**config.mk**
```make
export PLATFORM = sky130hd
export DESIGN_NAME = iwm_ctrl
export DESIGN_NICKNAME = d
export VERILOG_FILES = /design/src/rtl/iwm_pkg.sv /design/src/rtl/iwm_motor_timer.sv /design/src/rtl/iwm_ctrl.sv
export SDC_FILE = /design/constraint.sdc
export NUM_CORES = 1
export LEC_CHECK = 0
export ABC_AREA = 1
export ABC_CLOCK_PERIOD_IN_PS = 3200
export CAP_MARGIN = 20
export CORE_UTILIZATION = 40
export DETAILED_ROUTE_END_ITERATION = 10
export PLACE_DENSITY = 0.74
export SLEW_MARGIN = 40
export SYNTH_ARGS = -nofsm -noshare
export SYNTH_HDL_FRONTEND = slang
export SYNTH_SLANG_ARGS = --single-unit
export TNS_END_PERCENT = 30
```
**constraint.sdc**
```tcl
create_clock -name clk -period 3.2 [get_ports clk]
set_input_delay 0.96 -clock clk [delete_from_list [all_inputs] [get_ports clk]]
set_output_delay 0.96 -clock clk [all_outputs]
set_load 0.02 [all_outputs]
```
**src/rtl/iwm_pkg.sv**
```systemverilog
// Shared definitions for the IWM register model: soft-switch indices,
// access-select encoding and status/handshake bit positions.
package iwm_pkg;

    localparam logic [2:0] SW_PH0   = 3'd0;
    localparam logic [2:0] SW_PH1   = 3'd1;
    localparam logic [2:0] SW_PH2   = 3'd2;
    localparam logic [2:0] SW_PH3   = 3'd3;
    localparam logic [2:0] SW_MOTOR = 3'd4;
    localparam logic [2:0] SW_DRIVE = 3'd5;
    localparam logic [2:0] SW_Q6    = 3'd6;
    localparam logic [2:0] SW_Q7    = 3'd7;

    // Register selected by {q7,q6}.
    typedef enum logic [1:0] {
        RD_DATA      = 2'b00,
        RD_STATUS    = 2'b01,
        RD_HANDSHAKE = 2'b10,
        WR_MODE_DATA = 2'b11
    } reg_sel_e;

    localparam int ST_SENSE       = 7;
    localparam int ST_MOTOR       = 5;
    localparam int HS_BUF_EMPTY   = 7;
    localparam int HS_NO_UNDERRUN = 6;

endpackage

```
**src/rtl/iwm_motor_timer.sv**
```systemverilog
// Effective drive-motor state: on while the motor switch is set, and for
// MOTOR_DELAY_CEN cen pulses after it clears unless the delay is disabled.
module iwm_motor_timer #(
    parameter int unsigned MOTOR_DELAY_CEN = 2500000
) (
    input  logic clk,
    input  logic reset,
    input  logic cen,
    input  logic motor_on,
    input  logic motor_off,
    input  logic no_delay,
    input  logic drive_35,
    output logic motor_act
);
    localparam int unsigned TW = $clog2(MOTOR_DELAY_CEN + 1);

    logic [TW-1:0] timer;
    logic          hold_off;

    // Both the mode bit and a selected 3.5" drive cancel the spin-down delay.
    assign hold_off = no_delay | drive_35;

    // NOTE: sequential state uses non-blocking assignments so every register
    // samples the pre-edge values, whatever order the statements appear in.
    always_ff @(posedge clk or posedge reset) begin
        if (reset) begin
            timer <= '0;
        end else if (motor_off && !hold_off) begin
            timer <= TW'(MOTOR_DELAY_CEN);
        end else if (motor_on || hold_off) begin
            timer <= '0;
        end else if (cen && timer != '0) begin
            timer <= timer - 1'b1;
        end
    end

    assign motor_act = motor_on | ((timer != '0) & ~hold_off);

endmodule

```
**src/rtl/iwm_ctrl.sv**
```systemverilog
// Apple IIgs IWM register model at $C0E0-$C0EF: soft switches, mode register,
// motor-off delay and write-buffer handshake; no drive or media is attached.
module iwm_ctrl
    import iwm_pkg::*;
#(
    parameter int unsigned BITCELL_CEN     = 10,
    parameter int unsigned MOTOR_DELAY_CEN = 2500000
) (
    input  logic       clk,
    input  logic       reset,
    input  logic       cen,
    input  logic [7:0] addr,
    input  logic [7:0] din,
    output logic [7:0] dout,
    input  logic       rw,
    input  logic       strobe,
    input  logic [7:0] DISK35
);
    localparam int unsigned BYTE_SLOW = 8 * BITCELL_CEN;
    localparam int unsigned BYTE_FAST = 8 * (BITCELL_CEN / 2);
    localparam int unsigned CNT_W     = $clog2(BYTE_SLOW);
    localparam logic [CNT_W-1:0] LAST_SLOW = CNT_W'(BYTE_SLOW - 1);
    localparam logic [CNT_W-1:0] LAST_FAST = CNT_W'(BYTE_FAST - 1);

    logic [7:0]       sw;
    logic [7:0]       sw_eff;
    logic [2:0]       sw_idx;
    logic [4:0]       mode;
    logic             motor_act;
    logic             motor_off;
    logic             buf_empty;
    logic             underrun;
    logic [CNT_W-1:0] shift_cnt;
    logic             shift_run;
    logic             byte_end;
    logic             wr_sel;
    logic             mode_wr;
    logic             data_wr;
    reg_sel_e         acc_sel;
    logic             unused_inputs;

    assign sw_idx = addr[3:1];

    // Only the buffer's fill state is observable without a drive, so the
    // write data beyond the mode bits is never stored.
    assign unused_inputs = ^{addr[7:4], din[7:5], DISK35[7], DISK35[5:0]};

    // NOTE: every always_comb output gets a default first so no path leaves it
    // unassigned and infers a latch.
    always_comb begin
        sw_eff         = sw;
        sw_eff[sw_idx] = addr[0];
    end

    assign acc_sel   = reg_sel_e'({sw_eff[SW_Q7], sw_eff[SW_Q6]});
    assign motor_off = strobe & (sw_idx == SW_MOTOR) & ~addr[0] & sw[SW_MOTOR];

    iwm_motor_timer #(
        .MOTOR_DELAY_CEN(MOTOR_DELAY_CEN)
    ) u_motor_timer (
        .clk       (clk),
        .reset     (reset),
        .cen       (cen),
        .motor_on  (sw[SW_MOTOR]),
        .motor_off (motor_off),
        .no_delay  (mode[2]),
        .drive_35  (DISK35[6]),
        .motor_act (motor_act)
    );

    assign wr_sel  = strobe & ~rw & (acc_sel == WR_MODE_DATA);
    assign mode_wr = wr_sel & ~motor_act & addr[0];
    assign data_wr = wr_sel & motor_act;

    // Mode cannot change while the motor runs, so the byte length is stable
    // for the whole time the shifter is active.
    assign shift_run = motor_act & sw[SW_Q7];
    assign byte_end  = shift_run & cen & (shift_cnt == (mode[3] ? LAST_FAST : LAST_SLOW));

    always_ff @(posedge clk or posedge reset) begin
        if (reset) begin
            sw        <= '0;
            mode      <= '0;
            buf_empty <= 1'b1;
            underrun  <= 1'b0;
            shift_cnt <= '0;
        end else begin
            if (strobe)
                sw <= sw_eff;
            if (mode_wr)
                mode <= din[4:0];

            if (!shift_run)
                shift_cnt <= '0;
            else if (cen)
                shift_cnt <= byte_end ? '0 : shift_cnt + 1'b1;

            // A CPU write in the same cycle as a byte boundary leaves the new byte queued.
            if (data_wr) begin
                buf_empty <= 1'b0;
                underrun  <= 1'b0;
            end else if (byte_end) begin
                if (buf_empty)
                    underrun <= 1'b1;
                else
                    buf_empty <= 1'b1;
            end
        end
    end

    always_comb begin
        dout = 8'h00;
        if (strobe && rw) begin
            case (acc_sel)
                RD_DATA:      dout = motor_act ? 8'h00 : 8'hFF;
                RD_STATUS: begin
                    dout[ST_SENSE] = 1'b1;
                    dout[ST_MOTOR] = motor_act;
                    dout[4:0]      = mode;
                end
                RD_HANDSHAKE: begin
                    dout                 = 8'h3F;
                    dout[HS_BUF_EMPTY]   = buf_empty;
                    dout[HS_NO_UNDERRUN] = ~underrun;
                end
                default:      dout = 8'h00;
            endcase
        end
    end

endmodule

```
==> summary.txt, run 1 <==
STA
  – Min Hold Slack: approximately 480 ps
  – Clock skew: between 5 and 6 ps
  – Hold Vio Cnt, Final: 0
  – Crit path time final: between 3000 and 4000 ps
  – Slew Limit Fails: 0
  – Final period util: 0.9807
  – Actual slew at the worst max-slew pin: about 510 ps
  – Slew headroom: 0.6618
  – Final setup TNS: 0 ps
  – Final setup viols: 0
  – Peak Freq: about 0.32 GHz
  – Final WS setup: ~62 ps
  – Unrepaired setup endpoints after global routing: false

Global route
  – Initial antenna violation count: 0
  – GR Overflow Total: 0
  – GRT Overall Usage: 0.1967
  – Via count of the first global-routing pass: 2083
  – Largest net degree at the start of global routing: 40
  – First-pass GRT wire length: approximately 9600 um

Setup path
  – RR Startpoint: u_motor_timer.timer[1]
  – Worst endpoint data arrival time: between 2000 and 2500 ps
  – WS Path Type: in -> out
  – Slowest-stage cell, CP: clkdlybuf4s50_1
  – Crit path required time: about 2200 ps
  – Startpoint Class: primary input
  – Crit-path cells: clkdlybuf4s50_1, nor2_2, nand2_2, nand2_4, clkinv_4, nand3_4, a21oi_1, buf_2
  – Crit end category: primary output
  – Reg2reg setup slack: around 1400 ps
  – Setup crit start: DISK35[6]
  – Worst R2R End: u_motor_timer.timer[17]
  – FF-to-FF path depth: 11
  – Maximum fanout along the worst path: 8
  – Delay of the slowest critical-path stage: roughly 470 ps

Final layout
  – Area growth, synth to finish: 23.34%
  – Total Nets Final: roughly 390
  – Diode count: 0
  – Finished Layout Cells: between 400 and 500
  – Most frequent cells in the layout: nand2_1, dfrtp_1, nor2_1, inv_1, a21oi_1
  – Fillers: 520
  – Commonest non-fill, non-tap cell in the layout: nand2_1
  – Area of the multi-input gates: around 1300 um2
  – Layout cells sized above 1: 0.2500
  – Register Area: 977.2 um2

Clock network
  – CTS Buf Count: 5
  – Root Driver: clkbuf_8
  – # H-tree levels: 2
  – CTS tree: done
  – Worst skew pair latency: ~300 ps
  – CTS clk-pin slew, worst paths: around 80 ps
  – Longest Clk Path Bufs: 2
  – Clock Sinks: 39

Status
  – Status: completed

Synth
  – Mapped Nets: 350
  – Asr flop ratio synth: 1.000
  – Flops & latches, synth: 39
  – Post-Syn Instances: ~320
  – Yosys warnings: 0
  – Avg Inst Size Synth: 7.578 um2
  – Sequential area share after synthesis: 0.4042
  – Top cells by area, synth: dfrtp_1, nand2_1, nor2_1
  – Count of cell types in the netlist: 36
  – Post-synth design cell area: around 2400 um2
  – Post-synth top flop: dfrtp_1
  – Number of synthesized flops with an enable pin: 0
  – Synth top area share: 0.3934
  – Largest area contributor in the netlist: dfrtp_1

Detailed routing
  – # DRC: 0
  – Wirelength per Cell: 12.72 um
  – Drt first pass iters: 5
  – Initial DRC count: between 100 and 150
  – Post-route ant nets: 0
  – Wirelength, routed: approximately 5500 um
  – DR vias/cell: slightly above 5
  – Vias: roughly 2200

Placed design
  – Placer congestion estimate: ~0.85
  – Final HPWL DP: approximately 3900 um
  – Pre-CTS setup slack: -763.4 ps
  – PortBufs: 22
  – Placed cells: between 400 and 500

Floorplanning
  – Starting Density: 0.4259
  – Count of pins on the block boundary: 37
  – Core Area: 5675 um2
  – Site Rows: 27
  – Die height: around 80 um
  – Full die area: roughly 6400 um2
  – Die W: between 70 and 80 um

Power and ir drop
  – Pwr dens: about 670 nW/um2
  – Pwr Total: 1.992 mW
  – Pleak: 1.429 nW
  – Peak supply drop: 0.2767 mV

Worst hold path
  – Hold EP: mode[1]
  – Worst hold path depth: 2
  – Hold Crit Class: reg -> reg
  – Hold path start: mode[1]

Job
  – MaxCap Viol Count: 0
kinds of logic (layout without fill, tap and decap cells):
| group | count (synthesis) | count (layout) | synth area share |
|---|---|---|---|
| fa+ha+maj | 2 | 2 | 0.01035 |
| xor+xnor | 7 | 7 | 0.02536 |
| buf+inv | 49 | 94 | 0.08178 |
| compound gates | 67 | 67 | 0.1615 |
| simple gates | 155 | 155 | 0.3168 |
| flops | 39 | 39 | 0.4042 |
worst max-delay path: cells and delay by family:
kind | cells | cell delay [ps]
buf+inv | 3 | 710
simple gates | 4 | 310
compound gates | 1 | 190
how the worst max path moves through the flow:
stage,depth (start not counted),slack [ps],endpoint
6_report,8,60,dout[5]
5_1_grt,9,10,dout[3]
4_1_cts,10,0.9,dout[1]
3_5_place_dp,10,-760,dout[0]
3_3_place_gp,10,-770,dout[6]
2_1_floorplan,8,170,dout[6]
layout make-up:
type	count	area share
Timing Repair Buffer	39	0.1070
Inverter	47	0.06337
Sequential cell	39	0.3277
Multi-Input combinational cell	231	0.4381
Clock buffer	8	0.03357
Tap cell	72	0.03021
metal layers:
metal	part of all wire	GRT usage	up-vias
met5	0	0	-
met4	0.015	0.06964	0
met3	0.048	0.03429	7
met2	0.48	0.3316	60
met1	0.45	0.2520	1024
li1	-	-	1129
stage by stage:
| step | area, um2 | util |
|---|---|---|
| 6_report | 2982 | 0.5254 |
| 5_1_grt | 2982 | 0.5254 |
| 4_1_cts | 2937 | 0.5174 |
| 3_5_place_dp | 2839 | 0.5002 |
| 3_3_place_gp | 2839 | 0.5002 |
| 2_1_floorplan | 2417 | - |
timing repair:
item	CTS	global route
pin swaps	3	4
hold buffers	0	0
buffers inserted	1	0
resized for setup	55	18
endpoints found under the setup margin	8	8
synth_stat cells (all sizes together), types with 2 or more instances:
cell type and count:
o21a 2, dfrtp 38, inv 45, ha 2
clkinv 2, o31ai 3, nand4 3, a21oi 24
nor2 52, nand2 69, a31oi 7, xor2 6
o21ai 23, nand3 24, o22ai 2, nor3 5
a22oi 4
power by group:
group | leakage (nW) | total, mW | internal (mW) | switching [mW]
combinational | 0.858 | 0.957 | 0.346 | 0.611
clock | 0.0515 | 0.383 | 0.197 | 0.186
sequential | 0.520 | 0.652 | 0.576 | 0.0767
total | 1.43 | 1.99 | 1.12 | 0.873
flip-flops by register name (all words and copies together) (netlist names):
register             flops
sw                       3
buf_empty                1
u_motor_timer.timer     22
mode                     5
shift_cnt                7
underrun                 1
Note: power is estimated with default switching activity, not from simulation.
==> inputs of run 2 (changes only) <==
--- a/config.mk
+++ b/config.mk
@@ -7,10 +7,9 @@
 export LEC_CHECK = 0
 export ABC_AREA = 1
 export ABC_CLOCK_PERIOD_IN_PS = 3200
-export CAP_MARGIN = 20
-export CORE_UTILIZATION = 40
+export CORE_UTILIZATION = 56
 export DETAILED_ROUTE_END_ITERATION = 10
-export PLACE_DENSITY = 0.74
+export PLACE_DENSITY = 0.94
 export SLEW_MARGIN = 40
 export SYNTH_ARGS = -nofsm -noshare
 export SYNTH_HDL_FRONTEND = slang
==> run 2 against run 1 <==
Compared with the run above:
- the flow now finishes with violations (negative setup slack)
- setup slack got worse by 70 ps
- clock skew increased by 12 ps
- wire length increased by 16%
- hold slack better by 16 ps
- non-clock buffer count grew 1
- combinational power increased by 7%
- sequential share of layout area shrank 0.14 points
- register-to-register slack worse by 90 ps
- via count up 5.0%
- cell count down 4.8%
- clock power fell by 6.8%
- critical path type unchanged
- highest routed layer unchanged
==> summary.txt, run 2 (synthesis results as in run 1) <==
Floorplanning
  – Count of pins on the block boundary: 37 (unchanged)
  – Core Area: 4086 um2 (was 5675 um2)
  – Starting Density: 0.5915 (was 0.4259)
  – Full die area: 4583 um2 (was 6358 um2)
  – Site Rows: 23 (was 27)
  – Die W: 67.70 um (was 79.74 um)
  – Die height: 67.70 um (was 79.74 um)

Global route
  – GR Overflow Total: 0 (unchanged)
  – GRT Overall Usage: 0.2883 (was 0.1967)
  – Met1 usage: 0.3189 (was 0.2520)
  – Most Crowded Layer GR: met2 (unchanged)
  – First-pass GRT wire length: 9763 um (was 9591 um)
  – Largest net degree at the start of global routing: 40 (unchanged)
  – GRT met2 Usage: 0.5173 (was 0.3316)
  – Via count of the first global-routing pass: 2252 (was 2083)
  – Initial antenna violation count: 0 (unchanged)
  – GRT met3 Usage: 0.07264 (was 0.03429)

Final layout
  – Register Area: 977.2 um2 (unchanged)
  – Total Nets Final: 395 (was 394)
  – Area of the multi-input gates: 1343 um2 (was 1306 um2)
  – Fin util: 0.7327 (was 0.5254)
  – Layout cells sized above 1: 0.2630 (was 0.2500)
  – Commonest non-fill, non-tap cell in the layout: nand2_1 (unchanged)
  – Diode count: 0 (unchanged)
  – Most frequent cells in the layout: nand2_1, nor2_1, dfrtp_1, inv_1, buf_4 (was nand2_1, dfrtp_1, nor2_1, inv_1, a21oi_1)
  – Max reg flops: 22 (unchanged)
  – Top flop regs: u_motor_timer.timer x22, shift_cnt x7, mode x5 (unchanged)
  – Fillers: 283 (was 520)
  – Area growth, synth to finish: 23.86% (was 23.34%)
  – Most flop-heavy register: u_motor_timer.timer (unchanged)

STA
  – Slew headroom: 0.6643 (was 0.6618)
  – Actual slew at the worst max-slew pin: 503.5 ps (was 507.4 ps)
  – Hold Vio Cnt, Final: 0 (unchanged)
  – Unrepaired setup endpoints after global routing: true (was false)
  – Clock skew: 17.39 ps (was 5.256 ps)
  – Final period util: 1.003 (was 0.9807)
  – Final setup viols: 1 (was 0)
  – Final WS setup: -8.277 ps (was 61.68 ps)
  – Min Hold Slack: 497.7 ps (was 482.1 ps)
  – Slew Limit Fails: 0 (unchanged)
  – Peak Freq: 0.3117 GHz (was 0.3186 GHz)
  – Final setup TNS: -8.277 ps (was 0 ps)
  – Crit path time final: 3208 ps (was 3138 ps)

Clock network
  – Root Driver: clkbuf_8 (unchanged)
  – Hold-fix buffers, CTS: 0 (unchanged)
  – CTS Buf Count: 5 (unchanged)
  – CTS clk-pin slew, worst paths: 90 ps (was 80 ps)
  – # H-tree levels: 2 (unchanged)
  – Worst skew pair latency: 310 ps (was 300 ps)
  – Clock Sinks: 39 (unchanged)
  – CTS tree: done (unchanged)
  – Longest Clk Path Bufs: 2 (unchanged)

Power and ir drop
  – P_sw: 0.9119 mW (was 0.8732 mW)
  – Clk pwr share: 0.176 (was 0.192)
  – Pleak: 1.445 nW (was 1.429 nW)
  – Combinational share of power: 0.500 (was 0.480)
  – Internal power: 1.120 mW (was 1.119 mW)
  – Pwr dens: 678.5 nW/um2 (was 668.2 nW/um2)
  – Switching Share: 0.4489 (was 0.4383)
  – Pwr Total: 2.032 mW (was 1.992 mW)
  – Peak supply drop: 0.3905 mV (was 0.2767 mV)
  – Reg power frac: 0.325 (was 0.328)

Setup path
  – Startpoint Class: primary input (unchanged)
  – Crit path required time: 2240 ps (about the same)
  – WS Path Type: in -> out (unchanged)
  – Maximum fanout along the worst path: 7 (was 8)
  – Crit end category: primary output (unchanged)
  – Reg2reg setup slack: 1300 ps (was 1390 ps)
  – FF-to-FF path depth: 12 (was 11)
  – Worst endpoint data arrival time: 2250 ps (was 2180 ps)

Status
  – Status: finished with violations (was completed)
  – Failing checks: negative setup slack

Placed design
  – Pre-CTS setup slack: -784.7 ps (was -763.4 ps)
  – Placer congestion estimate: 0.8857 (was 0.8455)
  – PortBufs: 22 (unchanged)
  – Final HPWL DP: 4159 um (was 3937 um)

Detailed routing
  – Initial DRC count: 189 (was 141)
  – Vias: 2330 (was 2220)
  – Wirelength, routed: 6444 um (was 5546 um)
  – Wirelength per Cell: 15.53 um (was 12.72 um)
  – DR vias/cell: 5.614 (was 5.092)
  – # DRC: 0 (unchanged)
  – Post-route ant nets: 0 (unchanged)
  – Drt first pass iters: 5 (unchanged)

Worst hold path
  – Worst hold path depth: 2 (unchanged)
  – Hold Crit Class: reg -> reg (unchanged)

Job
  – MaxCap Viol Count: 0 (unchanged)
[run 2: worst paths after layout]
path                                             start                      end
worst min-delay path            u_motor_timer.timer[1]   u_motor_timer.timer[1]
worst min register to register  u_motor_timer.timer[1]   u_motor_timer.timer[1]
max in group asynchronous                        reset                buf_empty
worst max-delay path                           addr[1]                  dout[2]
min in group asynchronous                        reset             shift_cnt[1]
worst max register to register  u_motor_timer.timer[0]  u_motor_timer.timer[17]
[run 2: metrics by stage]
stage	std cells	instance area [um2]
after floorplan	319	2417
after global placement	405	2811
after detailed placement	405	2811
after CTS	414	2898
after global routing	415	2994
final	415	2994
[run 2: power by group through the flow]
stage / Combinational [mW] / Clock, mW / Sequential, mW
floorplan: 0.705 / 0 / 0.643
global placement: 0.913 / 0 / 0.657
detailed placement: 0.951 / 0 / 0.663
CTS: 0.962 / 0.359 / 0.656
global route: 1.12 / 0.380 / 0.670
finish: 1.02 / 0.357 / 0.660
[run 2: layer usage]
layer	up-vias	routed length [um]
met5	-	0
met4	0	158
met3	17	338
met2	85	3371
met1	1093	2575
li1	1135	-
[run 2: critical path: stages]
cell     delay [ps]
buf_4           130
inv_2            70
nand3_4          90
o21ai_4         160
inv_2            60
nor2_1          100
buf_4           180
nand2_1         120
a31oi_4         220
buf_4           170
[run 2: layout make-up]
type / instances / area share
clock buffer: 7 / 0.02883
clock inverter: 1 / 0.001672
inverter: 47 / 0.06310
multi-input combinational: 231 / 0.4484
sequential: 39 / 0.3264
tap: 50 / 0.02089
timing repair buffer: 40 / 0.1107
[run 2: timing repair]
item,in CTS,in global routing
pin swaps,5,5
hold endpoints to repair,0,0
buffers inserted,1,1
endpoints found under the setup margin,8,8
resized for setup,60,23
==> inputs of run 3 (changes only) <==
--- a/config.mk
+++ b/config.mk
@@ -10,7 +10,7 @@
 export CORE_UTILIZATION = 56
 export DETAILED_ROUTE_END_ITERATION = 10
 export PLACE_DENSITY = 0.94
-export SLEW_MARGIN = 40
+export SLEW_MARGIN = 20
 export SYNTH_ARGS = -nofsm -noshare
 export SYNTH_HDL_FRONTEND = slang
 export SYNTH_SLANG_ARGS = --single-unit
==> results of run 3 <==
The final DEF is identical to that of run 2; final timing and power are the same.
